[src/rtl/truth_table_capture.sv]
// Sweeps all 64 six-input vectors onto a device, captures its output into a truth table,
// and reports ones-count and pass/fail against EXPECTED. Define MISR_EN to add a CRC-16 signature port.
module truth_table_capture #(
  parameter int          SETTLE   = 2,
  parameter logic [63:0] EXPECTED = 64'h0
) (
  input  logic        clk,
  input  logic        reset,
  input  logic        start,
  output logic [5:0]  vec,
  input  logic        x,
  output logic        busy,
  output logic        done,
  output logic [63:0] truth_table,
  output logic [6:0]  ones,
  output logic        pass
`ifdef MISR_EN
  ,
  output logic [15:0] misr
`endif
);

  typedef enum logic [1:0] {IDLE, RUN, FINISH} state_t;

  localparam logic [3:0] SETTLE_CNT = 4'(SETTLE);

  state_t     state_reg;
  logic [3:0] counter_reg;

`ifdef MISR_EN
  logic misr_fb;
  assign misr_fb = misr[15] ^ x;
`endif

  always_ff @(posedge clk) begin
    if (reset) begin
      state_reg   <= IDLE;
      counter_reg <= 4'd0;
      vec         <= 6'd0;
      busy        <= 1'b0;
      done        <= 1'b0;
      truth_table <= 64'h0;
      ones        <= 7'd0;
      pass        <= 1'b0;
`ifdef MISR_EN
      misr        <= 16'h0;
`endif
    end else begin
      done <= 1'b0;
      case (state_reg)
        IDLE: begin
          if (start) begin
            truth_table <= 64'h0;
            ones        <= 7'd0;
            pass        <= 1'b0;
`ifdef MISR_EN
            misr        <= 16'hFFFF;
`endif
            vec         <= 6'd0;
            counter_reg <= 4'd0;
            busy        <= 1'b1;
            state_reg   <= RUN;
          end
        end
        RUN: begin
          // x is sampled on the last edge of each vector's SETTLE+1 cycle hold
          if (counter_reg == SETTLE_CNT) begin
            truth_table[vec] <= x;
            ones             <= ones + {6'd0, x};
`ifdef MISR_EN
            misr             <= {misr[14:0], 1'b0} ^ (misr_fb ? 16'h1021 : 16'h0000);
`endif
            counter_reg      <= 4'd0;
            if (vec == 6'd63) state_reg <= FINISH;
            else              vec       <= vec + 6'd1;
          end else begin
            counter_reg <= counter_reg + 4'd1;
          end
        end
        FINISH: begin
          busy      <= 1'b0;
          done      <= 1'b1;
          pass      <= (truth_table == EXPECTED);
          vec       <= 6'd0;
          state_reg <= IDLE;
        end
        default: state_reg <= IDLE;
      endcase
    end
  end

endmodule
[config.mk]
export PLATFORM = sky130hd
export DESIGN_NAME = truth_table_capture
export DESIGN_NICKNAME = d
export VERILOG_FILES = /design/src/rtl/truth_table_capture.sv
export SDC_FILE = /design/constraint.sdc
export NUM_CORES = 1
export LEC_CHECK = 0
export CORE_ASPECT_RATIO = 0.7
export CORE_UTILIZATION = 25
export DETAILED_ROUTE_END_ITERATION = 10
export GPL_TIMING_DRIVEN = 0
export MAX_ROUTING_LAYER = met4
export RECOVER_POWER = 50
export SYNTH_ARGS = -nofsm -noshare
export SYNTH_HDL_FRONTEND = slang
export SYNTH_SLANG_ARGS = --single-unit
[constraint.sdc]
create_clock -name clk -period 2.77 [get_ports clk]
set_clock_uncertainty 0.2 [all_clocks]
set_input_delay 0.831 -clock clk [delete_from_list [all_inputs] [get_ports clk]]
set_output_delay 0.831 -clock clk [all_outputs]
set_load 0.005 [all_outputs]
==> results of run 1 <==
-- kinds of logic after synthesis --
group | after synthesis | synth area share, %
compound gates | 222 | 27.2
simple gates | 185 | 24.5
flops | 86 | 39.7
buf+inv | 61 | 6.07
fa+ha+maj | 5 | 1.44
xor+xnor | 4 | 0.809
mux | 1 | 0.231
-- worst max-delay path by stage --
| stage | startpoint | to | slack [ns] |
|---|---|---|---|
| 2_1_floorplan | start | truth_table[15] | 0.65 |
| 3_3_place_gp | start | truth_table[46] | -0.38 |
| 3_5_place_dp | start | truth_table[48] | -0.38 |
| 4_1_cts | start | truth_table[63] | 0.01 |
| 5_1_grt | x | truth_table[32] | 0.03 |
| 6_report | x | truth_table[32] | 0.16 |
-- per-layer routing --
metal	share of wire [%]	GRT usage, %
met4	1.3	4.62
met1	48	29.1
met2	40	25.7
met3	11	4.21
met5	0	-
-- what timing repair did --
action	4_1_cts	5_1_grt
gates cloned	0	0
endpoints found under the setup margin	10	44
hold buffers	0	0
resized for setup	2	2
-- metrics by stage --
stage / area, sq um / total power [mW] / util [%] / instances
after floorplan: 4330 / 1.38 / - / 564
after global placement: 5440 / 1.44 / 32.7 / 872
after detailed placement: 5440 / 1.44 / 32.7 / 872
after CTS: 5750 / 2.70 / 34.6 / 888
after global routing: 5740 / 2.78 / 34.5 / 886
final: 5740 / 2.69 / 34.5 / 886
-- final cells by class --
cell class / instances / share of cell area [%]
flip-flops and latches: 86 / 30.0
clock buffers: 9 / 3.92
plain buffers: 55 / 4.14
well taps: 225 / 4.91
multi-input cells: 417 / 40.8
inverters: 4 / 0.262
clock inverters: 7 / 1.44
repair buffers: 83 / 14.5
-- placed cells by master (no fill, tap or decap), types with 10 or more instances in the layout --
master and instances:
a21oi_1 133, and3_1 10, buf_2 18, clkbuf_1 28
dfxtp_1 86, dlygate4sd3_1 74, nand2_1 61, nand3_1 19
nor2_1 12, nor4_1 17, o21ai_0 61
-- worst max-delay path, cell delays in order --
cell and delay (ns):
clkdlybuf4s50_1 0.54, and3b_1 0.44, and3_1 0.22, clkbuf_1 0.39, nand2_1 0.10, a21oi_1 0.16
-- power groups by stage --
stage | Clock [mW] | Sequential, mW | Combinational [mW]
detailed placement | 0 | 1.27 | 0.173
global route | 1.34 | 1.24 | 0.191
global placement | 0 | 1.27 | 0.172
finish | 1.27 | 1.24 | 0.176
CTS | 1.29 | 1.24 | 0.174
floorplan | 0 | 1.27 | 0.112
==> impl_metrics.toml, run 1 <==
[route]
drt_pass1_iterations = 6
routed_wl_microns = 16600
drc = 0
ant_nets = 0
initialDrtViolationCount = 606
wl_per_cell_microns = 18.8
avgViaCountPerCell = 5.39
num_vias = 4775

[synth]
ys.flop_type = "dfxtp_1"
syn_avg_cell_area_sq_um = 7.68
yosysUniqueCellTypes = 48
syn_area_sq_um = 4330
syn_inst = 564
yosys-top-cells-count = "a21oi_1 (132), dfxtp_1 (86), nand2_1 (61), o21ai_0 (61), clkbuf_1 (33)"
ys_async_sr_fraction_pct = 0
synth_area_leader_cell = "dfxtp_1"
synthTopCellsByArea = "dfxtp_1 (40%), a21oi_1 (15%), o21ai_0 (7.0%)"
synth_top_area_share_pct = 39.7
yosysMostFrequentCell = "a21oi_1"
synth_nets = 573
yosys_warnings = 0
synth-edff-count = 0
yosysSeqAreaShare_pct = 39.7
synth-seq-cells = 86

[timing]
finalCriticalPeriod_ns = 2.61
fin_crit_sh_pct = 94.3
fin_hold_ws_ns = 0.238
finalMaxSlewViolations = 0
fin_ws_ns = 0.158
rsz0062_at_grt = "no"
max_freq_mhz = 383
fin_tns_setup_ns = 0
slew_headroom_pct = 25.5
hold_viol_final = 0
finalSetupViolCount = 0
worstMarginPinSlew_ns = 1.11

[die]
chipHeight_microns = 112
dieArea_sq_um = 17900
start_util_pct = 26.0
num_rows = 39
ios = 84
die-width_microns = 159
core_sq_um = 16600

[power]
ir_drop_uv = 269
p_int_mw = 2.00
p_clk_share_pct = 47.3
p_sw_share_pct = 25.7
leakagePower_nw = 2.20
combPwrFrac_pct = 6.6
power_frac_seq_pct = 46.2
switching_power_mw = 0.692
p_per_area_nw_per_um2 = 469

[placed_design]
hpwl_microns = 12100
io_buffers = 83
gp_congestion = 0.919
dp_slack_ns = -0.382

[grt]
grt_first_pass_wirelength_microns = 25800
antenna_found_initial = 0
grt_overflow_total = 0
grt_pass1_vias = 4208
track_usage_pct = 19.4
grt_start_max_net_pins = 17

[worst_setup_path]
cp_data_required_time_ns = 2.85
r2r_setup_slack_ns = 0.23
arrival_ns = 2.69
reg2regPathDepth = 7
r2r-end = "vec[3]"
timing.rr.start = "counter_reg[0]"
critical_path.max_fanout = 10
critical_path_class = "input pin to flop"
crit_path_start_kind = "input pin"
end_kind = "flop"

[finish]
finalNetCount = 665
multi_input_area_sq_um = 2340
regMostFlops = "truth_table"
largest_register_ffs = 64
drive_above_1_share_pct = 7.72
syn2layout_area_growth_pct = 32.5
fill_cells = 1760
seqCellArea_sq_um = 1720
n_antenna_cell = 0
reg_top3 = "truth_table x64, ones x7, vec x6"

[clock_network]
cts_root_buf = "clkbuf_16"
cts.sinks = 86
cts_setup_buffers = 0
cts_tree = "yes"
clk-insertion-delay-late_ns = 0.35
clk_pin_slew_ns = 0.07
cts.path.max_buffers = 2
htree_num_levels = 3
cts_made_buffers = 9

[hold_path]
holdPathStages = 2
min_path_type = "flop to flop"
min-delay-start = "busy"
hold_end = "busy"

[flow_run]
maxCapViolCount = 0

[run_status]
outcome = "finished clean"
(Power assumes the default switching activity.)
==> inputs of run 2 (changes only) <==
- CAP_MARGIN: not set -> 20
- RECOVER_POWER: 50 -> 25
- clock period: 2.77 -> 2.33 ns (I/O delays scaled with it)
==> run 2 against run 1 <==
The run now ends with negative setup slack left. Sequential power up 19%. Critical endpoint is now pass. Worst hold slack about the same. Flip-flop and latch count unchanged. Combinational power up 27%. Core utilization up 0.90 points. Critical path depth down 2. Die area unchanged. Count of clock-buffer cells in the layout unchanged.
==> impl_metrics.toml, run 2 (same netlist as run 1, synthesis figures left out) <==
[run_status]
outcome = "complete, but fails checks"
violations = "negative setup slack"

[finish]
final_cell_mix = "a21oi_1 (132), dfxtp_1 (85), nand2_1 (61)"
finalNetCount = 663
drive_above_1_share_pct = 11.1
final_cells = 884
final_common_cell = "a21oi_1"
reg_top3 = "truth_table x64, ones x7, vec x6"
regMostFlops = "truth_table"
syn2layout_area_growth_pct = 35.9
fill_cells = 1730
largest_register_ffs = 64
fin_util_pct = 35.4
n_antenna_cell = 0

[timing]
finalSetupViolCount = 1
finalMaxSlewViolations = 0
slew_headroom_pct = 40.3
fin_crit_sh_pct = 100
worstMarginPinSlew_ns = 0.888
fin_tns_setup_ns = -0.00324
rsz0062_at_grt = "yes"
finalCriticalPeriod_ns = 2.33
fin_ws_ns = -0.00324
max_freq_mhz = 429
hold_viol_final = 0

[clock_network]
clk-insertion-delay-late_ns = 0.35
cts_root_buf = "clkbuf_16"
cts_tree = "yes"
htree_num_levels = 3
cts.path.max_buffers = 2
cts.sinks = 86
cts_made_buffers = 9
clk_pin_slew_ns = 0.07

[route]
ant_nets = 0
drt_pass1_iterations = 6
avgViaCountPerCell = 5.42
routed_wl_microns = 16800
drc = 0
num_vias = 4795
initialDrtViolationCount = 775
wl_per_cell_microns = 19.1

[grt]
grt_pass1_vias = 4224
antenna_found_initial = 0
grt_start_max_net_pins = 17
grt_first_pass_wirelength_microns = 25900
track_usage_pct = 19.5
grt_overflow_total = 0

[worst_setup_path]
crit_slowest_cell = "nor4_1"
critical_path.max_fanout = 4
max_stage_delay_ns = 0.79
arrival_ns = 2.40
crit_path_start_kind = "flop"
critical_path_class = "flop to flop"
end_kind = "flop"
cp_data_required_time_ns = 2.40
path_cells = "nor4_1 -> nand4_1 -> or4_1 -> o21ai_0"

[placed_design]
dp_slack_ns = -0.690
place_inst = 872
hpwl_microns = 12100
io_buffers = 83
gp_congestion = 0.919

[die]
die-width_microns = 159
num_rows = 39
chipHeight_microns = 112
ios = 84
core_sq_um = 16600
dieArea_sq_um = 17900
start_util_pct = 26.0

[power]
p_per_area_nw_per_um2 = 547
totalPowerFinal_mw = 3.22
leakagePower_nw = 2.10
ir_drop_uv = 319

[flow_run]
maxCapViolCount = 0

[hold_path]
min_path_type = "flop to flop"
-- run 2: changes by cell type in the layout (fill, tap and decap cells not counted), sizes merged --
| cell | before | now |
|---|---|---|
| clkdlybuf4s50 | 9 | 51 |
| dlymetal6s2s | 0 | 1 |
| buf | 23 | 24 |
| clkbuf | 41 | 38 |
| dlygate4sd3 | 74 | 31 |
-- run 2: worst paths after layout --
check	end	cells past startpoint	slack, ns	startpoint
worst max register to register	pass	4	-0.003	truth_table[52]
worst min-delay path	busy	2	0.24	busy
worst max-delay path	pass	4	-0.003	truth_table[52]
worst min register to register	busy	2	0.24	busy
-- run 2: through the flow --
stage | hold WS, ns | instance area (sq um)
floorplan | 0.238 | 4330
global placement | 0.232 | 5440
detailed placement | 0.237 | 5440
CTS | 0.246 | 5780
global route | 0.268 | 5890
finish | 0.238 | 5890
-- run 2: worst max-delay path, delay by kind of cell, from the launching register on --
kind | cells | cell delay, ns
flip-flops | 1 | 0.35
AO/OA/AOI/OAI | 1 | 0.18
AND/OR/NAND/NOR | 3 | 1.53
-- run 2: what timing repair did --
| item | CTS | global route |
|---|---|---|
| resized for setup | 12 | 41 |
| hold buffers | 0 | 0 |
| setup endpoints to repair | 61 | 67 |
| buffers inserted | 0 | 0 |
| hold endpoints to repair | 0 | 0 |
| pin swaps | 0 | 2 |
| gates cloned | 0 | 0 |
-- run 2: layout make-up --
cell class              instances  area [sq um]  share of cell area (%)
clock buffers                   9           225                    3.82
well taps                     225           282                    4.78
plain buffers                  53           258                    4.38
inverters                       4          15.0                   0.255
flip-flops and latches         86          1720                    29.3
repair buffers                 83           833                    14.2
multi-input cells             417          2470                    41.9
clock inverters                 7          82.6                    1.40
-- run 2: power breakdown --
part	switching (mW)	internal, mW	leakage [nW]
Clock	0.672	0.847	0.144
Sequential	0.00423	1.47	0.694
Combinational	0.157	0.0663	1.27
Total	0.833	2.39	2.10
-- run 2: metal layers --
metal  routed length, microns  part of all wire [%]  global-route usage [%]
met1                     8090                    48                    29.5
met2                     6660                    40                    25.7
met3                     1840                    11                    4.03
met4                      249                   1.5                    4.62
met5                        0                     0                       -
